--- config.mk ---
export PLATFORM = sky130hd
export DESIGN_NAME = vcmd_encoder_flat
export DESIGN_NICKNAME = d
export VERILOG_FILES = /design/src/rtl/vcmd_encoder_if.sv /design/src/rtl/vcmd_encoder.sv /design/src/flat_wrapper.sv
export SDC_FILE = /design/constraint.sdc
export NUM_CORES = 1
export LEC_CHECK = 0
export CAP_MARGIN = 20
export CORE_MARGIN = 4
export CORE_UTILIZATION = 57
export CTS_BUF_LIST = sky130_fd_sc_hd__clkbuf_4
export CTS_CLUSTER_SIZE = 14
export DETAILED_ROUTE_END_ITERATION = 12
export DONT_BUFFER_PORTS = 1
export PLACE_DENSITY = 0.84
export REMOVE_ABC_BUFFERS = 1
export SLEW_MARGIN = 15
export SYNTH_ARGS = -nofsm -noshare
export SYNTH_HDL_FRONTEND = slang
export SYNTH_SLANG_ARGS = --single-unit
--- constraint.sdc ---
create_clock -name ByteClkIn -period 6.27 [get_ports ByteClkIn]
set_input_delay 1.254 -clock ByteClkIn [delete_from_list [all_inputs] [get_ports ByteClkIn]]
set_output_delay 1.254 -clock ByteClkIn [all_outputs]
set_load 0.03 [all_outputs]
--- src/rtl/vcmd_encoder_if.sv ---
// Pixel write request channel between host-side logic and the video command
// encoder: address + data byte with a valid/ready handshake.
interface vcmd_encoder_if #(
  parameter int AWIDTH = 18,
  parameter int DWIDTH = 8
);
  logic              WrValidIn;
  logic              WrReadyOut;
  logic [AWIDTH-1:0] WrAddrIn;
  logic [DWIDTH-1:0] WrDataIn;

  // Host side drives requests and observes ready.
  modport master (
    output WrValidIn,
    output WrAddrIn,
    output WrDataIn,
    input  WrReadyOut
  );

  // Encoder side consumes requests and drives ready.
  modport slave (
    input  WrValidIn,
    input  WrAddrIn,
    input  WrDataIn,
    output WrReadyOut
  );
endinterface

--- src/rtl/vcmd_encoder.sv ---
// Transmit-side video command encoder. Collects contiguous pixel writes into
// a burst buffer and emits them as SetAddr (when the receiver's tracked write
// pointer does not already match) + Write1P + length + data bytes. Noop 0x00
// is emitted whenever no protocol byte is valid. All outputs are registered
// from next-state values so the first stream byte follows the trigger cycle.
module vcmd_encoder #(
  parameter int AWIDTH      = 18,
  parameter int DWIDTH      = 8,
  parameter int BURSTLEN    = 16,
  parameter int IDLETIMEOUT = 8
) (
  input  logic              ByteClkIn,
  input  logic              ResetIn,
  vcmd_encoder_if.slave     wr,
  input  logic              FlushIn,
  output logic [DWIDTH-1:0] ByteOut,
  output logic              ByteValidOut,
  output logic              BusyOut
);

  localparam int CW = (BURSTLEN > 1) ? $clog2(BURSTLEN) : 1;

  localparam logic [2:0] S_COLLECT = 3'd0;
  localparam logic [2:0] S_SADDR   = 3'd1;
  localparam logic [2:0] S_PAGE    = 3'd2;
  localparam logic [2:0] S_HIGH    = 3'd3;
  localparam logic [2:0] S_LOW     = 3'd4;
  localparam logic [2:0] S_WCMD    = 3'd5;
  localparam logic [2:0] S_LEN     = 3'd6;
  localparam logic [2:0] S_DATA    = 3'd7;

  localparam logic [CW:0] CNT_ZERO  = {(CW+1){1'b0}};
  localparam logic [CW:0] CNT_ONE   = {{CW{1'b0}}, 1'b1};
  localparam logic [CW:0] CNT_FULL  = (CW+1)'(BURSTLEN);
  localparam logic [7:0]  IDLE_LAST = 8'(IDLETIMEOUT - 1);

  logic [2:0]        state_q, state_d;
  logic [CW:0]       cnt_q, cnt_d;
  logic [7:0]        idle_q, idle_d;
  logic [CW-1:0]     idx_q, idx_d;
  logic [AWIDTH-1:0] run_addr_q, run_addr_d;
  logic [AWIDTH-1:0] track_addr_q, track_addr_d;
  logic              track_valid_q, track_valid_d;
  logic              ready_q, ready_d;
  logic [DWIDTH-1:0] byte_q, byte_d;
  logic              valid_q, valid_d;
  logic              busy_q, busy_d;
  logic [DWIDTH-1:0] buf_q [BURSTLEN];

  logic [AWIDTH-1:0] exp_addr_s;
  logic [31:0]       ra_ext_s;
  logic              in_collect_s, have_run_s, contig_s, accept_s;
  logic              noncontig_s, timeout_s, trigger_s, skip_s, last_s;

  // A request extends the run only if it lands exactly on RunAddr+Cnt (wrapping);
  // a non-contiguous request is left pending and closes the current run.
  assign exp_addr_s   = run_addr_q + AWIDTH'(cnt_q);
  assign ra_ext_s     = 32'(run_addr_q);
  assign in_collect_s = (state_q == S_COLLECT);
  assign have_run_s   = (cnt_q != CNT_ZERO);
  assign contig_s     = (wr.WrAddrIn == exp_addr_s);
  assign accept_s     = in_collect_s & wr.WrValidIn & ready_q & (~have_run_s | contig_s);
  assign noncontig_s  = in_collect_s & wr.WrValidIn & have_run_s & ~contig_s;
  assign timeout_s    = ~accept_s & (idle_q >= IDLE_LAST);
  assign trigger_s    = in_collect_s & have_run_s &
                        ((cnt_q == CNT_FULL) | noncontig_s | FlushIn | timeout_s);
  assign skip_s       = track_valid_q & (run_addr_q == track_addr_q);
  assign last_s       = ({1'b0, idx_q} == (cnt_q - CNT_ONE));

  assign wr.WrReadyOut = ready_q;
  assign ByteOut       = byte_q;
  assign ByteValidOut  = valid_q;
  assign BusyOut       = busy_q;

  // Next-state logic: run collection, flush decision and burst sequencing.
  always_comb begin
    state_d       = state_q;
    cnt_d         = cnt_q;
    idle_d        = idle_q;
    idx_d         = idx_q;
    run_addr_d    = run_addr_q;
    track_addr_d  = track_addr_q;
    track_valid_d = track_valid_q;
    case (state_q)
      S_COLLECT: begin
        if (accept_s) begin
          cnt_d  = cnt_q + CNT_ONE;
          idle_d = 8'd0;
          if (!have_run_s) begin
            run_addr_d = wr.WrAddrIn;
          end else begin
            run_addr_d = run_addr_q;
          end
        end else if (have_run_s) begin
          idle_d = idle_q + 8'd1;
        end else begin
          idle_d = 8'd0;
        end
        if (trigger_s) begin
          state_d = skip_s ? S_WCMD : S_SADDR;
        end else begin
          state_d = S_COLLECT;
        end
      end
      S_SADDR: state_d = S_PAGE;
      S_PAGE:  state_d = S_HIGH;
      S_HIGH:  state_d = S_LOW;
      S_LOW:   state_d = S_WCMD;
      S_WCMD:  state_d = S_LEN;
      S_LEN: begin
        state_d = S_DATA;
        idx_d   = {CW{1'b0}};
      end
      S_DATA: begin
        if (last_s) begin
          state_d       = S_COLLECT;
          cnt_d         = CNT_ZERO;
          idle_d        = 8'd0;
          track_addr_d  = exp_addr_s;
          track_valid_d = 1'b1;
        end else begin
          idx_d = idx_q + {{(CW-1){1'b0}}, 1'b1};
        end
      end
      default: state_d = S_COLLECT;
    endcase
  end

  // Output byte for the state being entered, so outputs can be registered.
  always_comb begin
    byte_d  = 8'h00;
    valid_d = 1'b1;
    case (state_d)
      S_COLLECT: valid_d = 1'b0;
      S_SADDR:   byte_d  = 8'h01;
      S_PAGE:    byte_d  = ra_ext_s[23:16];
      S_HIGH:    byte_d  = ra_ext_s[15:8];
      S_LOW:     byte_d  = ra_ext_s[7:0];
      S_WCMD:    byte_d  = 8'h10;
      S_LEN:     byte_d  = 8'(cnt_d - CNT_ONE);
      S_DATA:    byte_d  = buf_q[idx_d];
      default: begin
        byte_d  = 8'h00;
        valid_d = 1'b0;
      end
    endcase
    busy_d  = (state_d != S_COLLECT);
    ready_d = (state_d == S_COLLECT) & (cnt_d != CNT_FULL);
  end

  // Control and output registers with synchronous reset; reset abandons any burst.
  always_ff @(posedge ByteClkIn) begin
    if (ResetIn) begin
      state_q       <= S_COLLECT;
      cnt_q         <= CNT_ZERO;
      idle_q        <= 8'd0;
      idx_q         <= {CW{1'b0}};
      run_addr_q    <= {AWIDTH{1'b0}};
      track_addr_q  <= {AWIDTH{1'b0}};
      track_valid_q <= 1'b0;
      ready_q       <= 1'b0;
      byte_q        <= 8'h00;
      valid_q       <= 1'b0;
      busy_q        <= 1'b0;
    end else begin
      state_q       <= state_d;
      cnt_q         <= cnt_d;
      idle_q        <= idle_d;
      idx_q         <= idx_d;
      run_addr_q    <= run_addr_d;
      track_addr_q  <= track_addr_d;
      track_valid_q <= track_valid_d;
      ready_q       <= ready_d;
      byte_q        <= byte_d;
      valid_q       <= valid_d;
      busy_q        <= busy_d;
    end
  end

  // Burst data buffer; contents are only meaningful below Cnt, so no reset.
  always_ff @(posedge ByteClkIn) begin
    if (!ResetIn && accept_s) begin
      buf_q[cnt_q[CW-1:0]] <= wr.WrDataIn;
    end
  end

endmodule

--- src/flat_wrapper.sv ---
// flat-port wrapper written by rule: the top's interface ports become plain ports
module vcmd_encoder_flat 
#(
  parameter int AWIDTH      = 18,
  parameter int DWIDTH      = 8,
  parameter int BURSTLEN    = 16,
  parameter int IDLETIMEOUT = 8
)
  (ByteClkIn, ResetIn, FlushIn, ByteOut, ByteValidOut, BusyOut, wr_WrValidIn, wr_WrAddrIn, wr_WrDataIn, wr_WrReadyOut);
  vcmd_encoder_if #(.AWIDTH(AWIDTH), .DWIDTH(DWIDTH)) wr_i ();
  input  logic ByteClkIn;
  input  logic ResetIn;
  input  logic FlushIn;
  output logic [DWIDTH-1:0] ByteOut;
  output logic ByteValidOut;
  output logic BusyOut;
  input wire logic [$bits(wr_i.WrValidIn)-1:0] wr_WrValidIn;
  input wire logic [$bits(wr_i.WrAddrIn)-1:0] wr_WrAddrIn;
  input wire logic [$bits(wr_i.WrDataIn)-1:0] wr_WrDataIn;
  output wire logic [$bits(wr_i.WrReadyOut)-1:0] wr_WrReadyOut;
  assign wr_i.WrValidIn = wr_WrValidIn;
  assign wr_i.WrAddrIn = wr_WrAddrIn;
  assign wr_i.WrDataIn = wr_WrDataIn;
  assign wr_WrReadyOut = wr_i.WrReadyOut;
  vcmd_encoder #(.AWIDTH(AWIDTH), .DWIDTH(DWIDTH), .BURSTLEN(BURSTLEN), .IDLETIMEOUT(IDLETIMEOUT)) u_core (.ByteClkIn(ByteClkIn), .ResetIn(ResetIn), .wr(wr_i), .FlushIn(FlushIn), .ByteOut(ByteOut), .ByteValidOut(ByteValidOut), .BusyOut(BusyOut));
endmodule
== After elaboration in Yosys (flattened, before gate mapping) ==
Memories as Yosys holds them, arrays and structs flattened.
Index checks and enable logic that the tools add are counted.

* $add $sub $neg: 6
* $lt $le $gt $ge: 1
* Equal/unequal tests: 20
* Muxes and demuxes: 17
* Bitwise gates (word level): 17
* Reductions and logical operators: 10

{| class="wikitable"
|+ Operators by type and width
! kind !! number
|-
| 8-bit one-hot mux with 7 select lines || 1
|-
| 18-bit == test || 2
|-
| 3-bit == test, second input constant || 8
|-
| 8-bit two-way mux || 3
|-
| 3-bit one-hot mux with 8 select lines || 1
|-
| 18-bit by 5-bit adder with 18-bit output || 1
|-
| 8-bit one-hot mux with 2 select lines || 1
|-
| 3-bit by 2-bit == test with 1-bit output, second input constant || 4
|-
| 1-bit AND || 10
|-
| 5-bit two-way mux || 2
|-
| 5-bit one-hot mux with 2 select lines || 1
|-
| 3-bit two-way mux || 3
|-
| 8-bit by 1-bit adder with 8-bit output, second input constant || 1
|-
| 8-bit by 3-bit greater-or-equal comparator with 1-bit output, second input constant || 1
|-
| 4-bit one-hot mux with 2 select lines || 1
|-
| 3-bit by 1-bit == test with 1-bit output, second input constant || 2
|-
| 3-bit zero test || 2
|-
| 5-bit by 1-bit subtractor with 6-bit output, second input constant || 1
|-
| 5-bit by 1-bit adder with 5-bit output, second input constant || 1
|-
| 4-bit by 5-bit == test with 1-bit output || 1
|-
| 5-bit == test, second input constant || 1
|-
| 5-bit != test, second input constant || 1
|-
| 5-bit nonzero test || 1
|-
| 5-bit by 1-bit subtractor with 5-bit output, second input constant || 1
|-
| 12 further kinds || 20
|}

* Register bits after elaboration: 68
* Bits in writable memories: 128
* Bits of input ports: 30
* Output and inout bits: 11
* Logic and storage cells: 83
* Memories: 1

{| class="wikitable"
|+ Memory list
! memory !! words !! bits a word !! read ports !! clocked after Yosys merged registers in !! wr ports !! RTL line !! RTL
|-
| u_core.buf_q || 16 || 8 || 1 || 0 || 1 || vcmd_encoder.sv:48 || <nowiki>logic [DWIDTH-1:0] buf_q [BURSTLEN];</nowiki>
|}

== Logic depth before layout (Yosys ltp) ==
Gate-level depths: netlist of the first run.

* Depth in word-level cells: 12
* Depth in mapped cells: 19

== Worst setup path after synthesis of the first run ==
OpenSTA, ideal clock, no wires.

* Kind: input to register
* Start: in wr_WrAddrIn[10]
* End: mem u_core.buf_q[0][0], enable pin
* Setup time: 383 ps
* Arrival time: 3893 ps
* Data required time: 5887 ps
* Path slack: 1994 ps
* Stages on the path: 11
* Buffers on the path: 0
* Path through: xor2_1 o32ai_1 mux2_2 nor4_1 nand4_1 nor4_4 and4_4 or2_2 nor2b_1 nand2_1 nor3_1

* Longest elaborated chain between the ends: 6

{| class="wikitable"
|+ RTL lines
! what !! RTL line !! RTL
|-
| start, declared || flat_wrapper.sv:18 || <nowiki>input wire logic [$bits(wr_i.WrAddrIn)-1:0] wr_WrAddrIn;</nowiki>
|-
| 18-bit == test || vcmd_encoder.sv:61 || <nowiki>assign contig_s = (wr.WrAddrIn == exp_addr_s);</nowiki>
|-
| 1-bit bitwise OR || vcmd_encoder.sv:62 || <nowiki>assign accept_s = in_collect_s & wr.WrValidIn & ready_q & (~have_run_s | contig_s);</nowiki>
|-
| 1-bit AND || vcmd_encoder.sv:62 ||
|-
| 1-bit logical AND || vcmd_encoder.sv:182 || <nowiki>if (!ResetIn && accept_s) begin</nowiki>
|-
| 1-bit two-way mux || vcmd_encoder.sv:182 ||
|-
| 1-bit two-way mux (implied by the code) || vcmd_encoder.sv:183 || <nowiki>buf_q[cnt_q[CW-1:0]] <= wr.WrDataIn;</nowiki>
|-
| end, declared || vcmd_encoder.sv:48 ||
|}

No other way between the ends.

== Worst setup path in the final report of the first run ==
* Start: reg u_core.cnt_q[0]
* End: reg u_core.byte_q[6], in the netlist u_core.ByteOut[6]

* Longest elaborated chain between the ends: 12

{| class="wikitable"
|+ RTL lines
! what !! RTL line !! RTL
|-
| start, declared || vcmd_encoder.sv:38 || <nowiki>logic [CW:0] cnt_q, cnt_d;</nowiki>
|-
| start signal, assigned || vcmd_encoder.sv:167 || <nowiki>cnt_q <= cnt_d;</nowiki>
|-
| 18-bit by 5-bit adder with 18-bit output or 5-bit nonzero test (tied branches) || vcmd_encoder.sv:57, vcmd_encoder.sv:60 ||
|-
| 18-bit == test or 1-bit NOT (tied branches) || vcmd_encoder.sv:61, vcmd_encoder.sv:62 ||
|-
| 1-bit NOT or 1-bit bitwise OR (tied branches) || vcmd_encoder.sv:63, vcmd_encoder.sv:62 ||
|-
| 1-bit AND (on tied branches) || vcmd_encoder.sv:63, vcmd_encoder.sv:62 ||
|-
| 1-bit bitwise OR or 1-bit NOT (tied branches) || vcmd_encoder.sv:66, vcmd_encoder.sv:64 ||
|-
| 1-bit bitwise OR or 1-bit AND (tied branches) || vcmd_encoder.sv:66, vcmd_encoder.sv:64 ||
|-
| 1-bit bitwise OR || vcmd_encoder.sv:66 || <nowiki>((cnt_q == CNT_FULL) | noncontig_s | FlushIn | timeout_s);</nowiki>
|-
| 1-bit AND || vcmd_encoder.sv:65 || <nowiki>assign trigger_s = in_collect_s & have_run_s &</nowiki>
|-
| 3-bit two-way mux || vcmd_encoder.sv:99 || <nowiki>if (trigger_s) begin</nowiki>
|-
| 3-bit one-hot mux with 8 select lines || vcmd_encoder.sv:84 || <nowiki>case (state_q)</nowiki>
|-
| 3-bit == test (tied with other cells) || vcmd_encoder.sv:133 || <nowiki>case (state_d)</nowiki>
|-
| 8-bit one-hot mux with 7 select lines (*) || vcmd_encoder.sv:133 ||
|-
| end signal, assigned || vcmd_encoder.sv:174 || <nowiki>byte_q <= byte_d;</nowiki>
|-
| end, declared || vcmd_encoder.sv:45 || <nowiki>logic [DWIDTH-1:0] byte_q, byte_d;</nowiki>
|}

Mark *: on every way between the ends. The rest lies on a longest branch, timed or not.
A chain may end at the register's enable or synchronous reset.

==> results of run 1 <==
-- kinds of logic after synthesis --
logic type,Yosys count,synth area share
AOI/OAI and AO/OA,169,0.126
adders and majority gates,13,0.0177
buffers and inverters,71,0.0319
muxes,51,0.0588
xor gates and xnor gates,59,0.0587
DFF,195,0.540
and+or+nand+nor,328,0.167
-- state kept, by name, summed over array words and instances (netlist names) --
| register | count |
|---|---|
| u_core.BusyOut | 1 |
| u_core.ByteOut | 8 |
| u_core.buf_q | 128 |
| u_core.cnt_q | 5 |
| u_core.idle_q | 8 |
| u_core.idx_q | 4 |
| u_core.run_addr_q | 18 |
| u_core.state_q | 3 |
| u_core.track_addr_q | 18 |
| u_core.track_valid_q | 1 |
| u_core.wr.WrReadyOut | 1 |
-- layout make-up --
cell class / instances / share of cell area
multi-input cells: 620 / 0.409
clock buffers: 17 / 0.0126
diodes: 1 / 0.000248
repair buffers: 14 / 0.0104
well taps: 220 / 0.0273
inverters: 19 / 0.00706
flip-flops and latches: 195 / 0.513
clock inverters: 15 / 0.0201
-- power breakdown --
| group | internal, uW | switching (uW) |
|---|---|---|
| clock network | 232 | 486 |
| logic | 176 | 279 |
| registers | 1410 | 103 |
-- layer usage --
layer / vias up / track usage / wire length [microns] / part of all wire
li1: 3225 / - / - / -
met1: 3323 / 0.310 / 9260 / 0.42
met2: 275 / 0.399 / 10900 / 0.49
met3: 41 / 0.0497 / 1600 / 0.072
met4: 0 / 0.0812 / 536 / 0.024
met5: - / 0 / 0 / 0
-- cell usage after synthesis, drive strengths merged (3+ instances only) --
cell type	number	area, sq um
a22oi	6	45.0
buf	21	119
or3	7	43.8
and4	4	37.5
nand3	22	110
mux4	4	90.1
o211a	5	50.1
inv	19	71.3
o2111ai	3	26.3
edfxtp	128	3840
o21ai	26	141
mux2i	44	440
nand2b	9	58.8
nor4	12	96.3
a211oi	22	170
and3	9	56.3
a31oi	3	18.8
xnor2	37	324
or3b	6	52.6
nand4	11	68.8
nor3b	7	62.6
o221ai	8	76.3
mux2	3	33.8
nor2	71	267
nor3	12	65.1
dfxtp	67	1340
ha	12	150
and2	11	68.8
a221oi	4	35.0
a21oi	45	225
o211ai	7	52.6
xor2	20	194
nor2b	13	81.3
a311oi	4	35.0
nand2	125	469
a2111oi	3	38.8
a21o	5	37.5
nand3b	3	22.5
clkbuf	31	116
-- cells in the final DEF, fill, tap and decap left out, drive strengths merged, types with 22 or more instances in the layout --
cell / Yosys / final
a21oi: 45 / 45
xnor2: 37 / 37
nand3: 22 / 22
nor2: 71 / 71
dfxtp: 67 / 67
mux2i: 44 / 44
o21ai: 26 / 26
a211oi: 22 / 22
nand2: 125 / 125
inv: 19 / 26
edfxtp: 128 / 128
-- worst paths after layout --
path                                 end                   start  slack (ns)
setup / recovery       u_core.ByteOut[6]         u_core.cnt_q[0]        0.98
hold / removal    u_core.track_addr_q[2]  u_core.track_addr_q[2]        0.48
setup reg to reg       u_core.ByteOut[6]         u_core.cnt_q[0]        0.98
hold reg to reg   u_core.track_addr_q[2]  u_core.track_addr_q[2]        0.48
-- through the flow --
stage | util | power (uW) | cell area, sq um | instances | hold WS [ns]
6_report | 0.611 | 2690 | 10100 | 1101 | 0.481
4_1_cts | 0.611 | 2690 | 10100 | 1099 | 0.481
2_1_floorplan | - | 1850 | 9360 | 834 | 0.440
3_5_place_dp | 0.591 | 1990 | 9760 | 1067 | 0.461
5_1_grt | 0.611 | 2810 | 10100 | 1100 | 0.506
3_3_place_gp | 0.591 | 1980 | 9760 | 1067 | 0.448
-- critical path, cell delays in order (launching register included) --
cell and delay, ns:
dfxtp_1 0.49, ha_1 0.23, inv_1 0.06, fa_1 0.40
nand2b_1 0.21, a21oi_1 0.32, mux2_2 0.38, nor4_1 0.31
nand4_1 0.19, nor4_4 0.42, and4_4 0.34, or3_1 0.41
o221ai_2 0.29, nor3_1 0.45, and4_1 0.33, a221oi_1 0.09
o221ai_1 0.30
==> summary.log, run 1 <==
qor: final_layout.layout-area-overhead-vs-synth 5.21%
qor: hold_path.worst_hold_path.num_cells 2
qor: detailed_routing.postRouteWirelength 22300 microns
qor: yosys.ys_warn_count 0
qor: setup_path.worstSetupStartpointType flip-flop
qor: yosys.synth_enable_flop_cells 128
qor: detailed_routing.route.antenna.remaining_nets 0
qor: sta.tightest_slew 1.10 ns
qor: yosys.async_reset_ff_frac 0
qor: floorplan.core_box_area 16500 sq um
qor: run.max-cap-violations 0
qor: grt.grt_util_all_layers 0.239
qor: clocking.clock_slew_seen_by_the_registers_of_the_worst_setup_and_hold_paths 0.16 ns
qor: clocking.cts_resized 0
qor: final_layout.finish.net_count 910
qor: floorplan.floorplan.io_pins 41
qor: detailed_routing.drt_pre_antenna_iters 5
qor: placement.detailedPlace.worstSlack 1.11 ns
qor: sta.fmax 189 MHz
qor: clocking.clock_tree_from_tritoncts done
qor: final_layout.n_fill_cell 1289
qor: placement.post-dp-hpwl 15300 microns
qor: floorplan.floorplan.initialDensity 0.581
qor: yosys.synth_sequential_area_ratio 0.540
qor: sta.period_needed 5.29 ns
qor: power_and_ir_drop.power.density 266 nW/um^2
qor: sta.setup_violations 0
qor: floorplan.area_enclosed_by_the_die_boundary 19000 sq um
qor: sta.setup_ws_final 0.980 ns
qor: grt.antenna_found_initial 0
qor: detailed_routing.viasPerCell 6.23
qor: placement.numPortBuffers 0
qor: final_layout.sequential_cell_area 5180 sq um
qor: grt.gr-total-overflow 0
qor: sta.timing.setup.tns 0 ns
qor: grt.first_pass_grt_wire_length 34400 microns
qor: sta.finalHoldViolCount 0
qor: hold_path.timing.hold.worst.class flip-flop to flip-flop
qor: clocking.clock_network_latency_to_the_later_pin_of_the_worst_skew_pair 0.59 ns
qor: detailed_routing.first_iter_violations 885
qor: detailed_routing.vias 6864
qor: yosys.syn-cell-area 9600 sq um
qor: setup_path.worst_setup_path_end_kind flip-flop
qor: status.status finished clean
qor: yosys.synth_ff_type edfxtp_1
qor: final_layout.multi_input_area 4130 sq um
qor: grt.first_global_vias 6393
qor: sta.finalClockSkew 0.0278 ns
qor: yosys.post_synth_inst_count 886
qor: clocking.cts-root-to-sink-buffers 2
qor: floorplan.chipHeight 138 microns
qor: setup_path.worst-r2r-cell-count 16
qor: sta.rsz_0062_raised_after_global_routing no
qor: floorplan.dieWidth 138 microns
qor: floorplan.std_cell_rows 47
qor: power_and_ir_drop.static-leakage-power 0.00358 uW
qor: setup_path.cp_max_fo 15
qor: yosys.synth_cell_types 81
qor: grt.pin_count_of_the_biggest_net_entering_global_routing 61
qor: final_layout.drive_gt1_frac 0.0875
qor: clocking.post_cts_buffers 0
qor: clocking.numClockSinks 195
qor: setup_path.cp.required 6.75 ns
qor: clocking.cts_made_buffers 17
qor: power_and_ir_drop.worst_vdd_drop 0.000167 V
qor: setup_path.path_class flip-flop to flip-flop
qor: yosys.synthesis.area_per_instance 10.8 sq um
qor: clocking.cts-htree-levels 4
qor: sta.slew_viol_final 0
qor: sta.layout_worst_path_cycle_share 0.844
qor: yosys.postSynthRegisterBits 195
qor: clocking.clk_root_buffer_cell clkbuf_4
qor: placement.weighted_congestion_reported_at_the_end_of_routability_driven_placement 0.954
qor: sta.slew_headroom 0.264
qor: detailed_routing.remaining_drc_errors 0
qor: detailed_routing.avgRoutedWirePerCell 20.2 microns
qor: setup_path.critPathArrivalTime 5.77 ns
qor: clocking.cts_hold_buf 0
No activity file was read; power rests on OpenSTA's default activity.
==> run 2, diff against run 1 <==
- clock period: 6.27 -> 5.2 ns (I/O delays scaled with it)
==> summary.log, run 2 (synthesized netlist as in run 1, its figures left out) <==
qor: status.status finished clean
qor: setup_path.cp.required 5.70 ns
qor: grt.first_global_vias 6498
qor: sta.slew_headroom 0.288
qor: sta.layout_worst_path_cycle_share 0.934
qor: setup_path.worst-path-buf-inv 1
qor: detailed_routing.vias 7075
qor: sta.fmax 206 MHz
qor: clocking.cts_resized 0
qor: grt.grt-busiest-layer met2
qor: setup_path.worst_setup_path_end_kind flip-flop
qor: floorplan.floorplan.initialDensity 0.581
qor: sta.final_hold_slack 0.455 ns
qor: detailed_routing.drt_pre_antenna_iters 5
qor: power_and_ir_drop.power.density 316 nW/um^2
qor: grt.grtUsageMet1 0.328
qor: sta.slew_viol_final 0
qor: sta.timing.setup.tns 0 ns
qor: setup_path.crit_family simple AND/OR/NAND/NOR gates
qor: placement.numPortBuffers 0
qor: final_layout.finish.utilization 0.623
qor: grt.first_pass_grt_wire_length 36100 microns
qor: clocking.cts_hold_buf 0
qor: detailed_routing.viasPerCell 6.26
qor: final_layout.n_fill_cell 1283
qor: final_layout.mostFrequentLayoutCells 128 x edfxtp_1, 125 x nand2_1, 71 x nor2_1
qor: sta.rsz_0062_raised_after_global_routing no
qor: clocking.clock_slew_seen_by_the_registers_of_the_worst_setup_and_hold_paths 0.20 ns
qor: grt.met2_usage 0.414
qor: clocking.clk_root_buffer_cell clkbuf_4
qor: setup_path.timing.critical_path.slowest_cell_delay 0.54 ns
qor: grt.grt_util_all_layers 0.254
qor: placement.post-dp-hpwl 16100 microns
qor: clocking.post_cts_buffers 0
qor: clocking.clock_tree_from_tritoncts done
qor: sta.tightest_slew 1.07 ns
qor: final_layout.design_area 10300 sq um
qor: sta.finalHoldViolCount 0
qor: clocking.clock_network_latency_to_the_later_pin_of_the_worst_skew_pair 0.61 ns
qor: sta.setup_violations 0
qor: floorplan.dieWidth 138 microns
qor: setup_path.timing.critical_path.cells ha_1 > inv_1 > fa_1 > nand2b_1 > a21oi_2 > mux2_2 > nor4_2 > nand4_1 > nor4_4 > and4_4 > or3_1 > o221ai_2 > nor3_1 > and4_1 > a221oi_1 > o221ai_1
qor: placement.detailedPlace.worstSlack 0.210 ns
qor: run.max-cap-violations 0
qor: floorplan.std_cell_rows 47
qor: power_and_ir_drop.static-leakage-power 0.00371 uW
qor: grt.antenna_found_initial 1
qor: final_layout.max_ffs_per_register 128
qor: floorplan.core_box_area 16500 sq um
qor: setup_path.path_class flip-flop to flip-flop
qor: floorplan.area_enclosed_by_the_die_boundary 19000 sq um
qor: detailed_routing.first_iter_violations 837
qor: final_layout.finish.net_count 938
qor: sta.finalClockSkew 0.0401 ns
qor: setup_path.cp_max_fo 9
qor: floorplan.chipHeight 138 microns
qor: placement.weighted_congestion_reported_at_the_end_of_routability_driven_placement 0.970
qor: final_layout.most_frequent_standard_cell_in_the_layout_excluding_fill_and_tap_cells edfxtp_1
qor: grt.gr-total-overflow 0
qor: setup_path.worstSetupStartpointType flip-flop
qor: sta.period_needed 4.86 ns
qor: grt.grt_util_met3 0.0617
qor: detailed_routing.remaining_drc_errors 0
qor: detailed_routing.postRouteWirelength 23800 microns
qor: power_and_ir_drop.worst_vdd_drop 0.000316 V
qor: detailed_routing.route.antenna.remaining_nets 0
qor: placement.placed_instance_area 9970 sq um
qor: hold_path.timing.hold.worst.class input port to flip-flop
qor: clocking.cts-htree-levels 4
qor: clocking.cts-root-to-sink-buffers 2
qor: clocking.numClockSinks 195
qor: sta.setup_ws_final 0.343 ns
qor: final_layout.drive_gt1_frac 0.120
qor: final_layout.layout-area-overhead-vs-synth 7.27%
qor: clocking.cts_made_buffers 17
qor: setup_path.crit_path_top_delay_cell nor3_1
qor: grt.pin_count_of_the_biggest_net_entering_global_routing 61
qor: detailed_routing.avgRoutedWirePerCell 21.1 microns
qor: floorplan.floorplan.io_pins 41
qor: setup_path.critPathArrivalTime 5.35 ns
[run 2: layout make-up]
cell class,instances,area [sq um],share of cell area
diodes,2,5.00,0.000486
clock buffers,17,128,0.0124
clock inverters,15,175,0.0170
inverters,19,71.3,0.00693
multi-input cells,621,4150,0.403
flip-flops and latches,195,5190,0.504
well taps,220,275,0.0267
repair buffers,41,308,0.0299
[run 2: routing by layer]
metal / part of all wire / wire length (microns)
met1: 0.40 / 9590
met2: 0.47 / 11300
met3: 0.086 / 2040
met4: 0.036 / 867
met5: 0 / 0
[run 2: per-stage QoR]
stage / power (uW) / std cells
after floorplan: 2230 / 834
after global placement: 2410 / 1095
after detailed placement: 2420 / 1095
after CTS: 3250 / 1127
after global routing: 3400 / 1130
final: 3260 / 1130
[run 2: final timing paths]
path	start	to	slack, ns	cells after the start
max	u_core.cnt_q[0]	u_core.ByteOut[7]	0.34	16
min	ResetIn	u_core.run_addr_q[14]	0.46	1
max reg2reg	u_core.cnt_q[0]	u_core.ByteOut[7]	0.34	16
min reg2reg	u_core.track_addr_q[4]	u_core.track_addr_q[4]	0.49	2
[run 2: power by group]
group | switching [uW] | internal, uW
logic | 368 | 221
registers | 118 | 1700
clock network | 582 | 267
total | 1070 | 2190
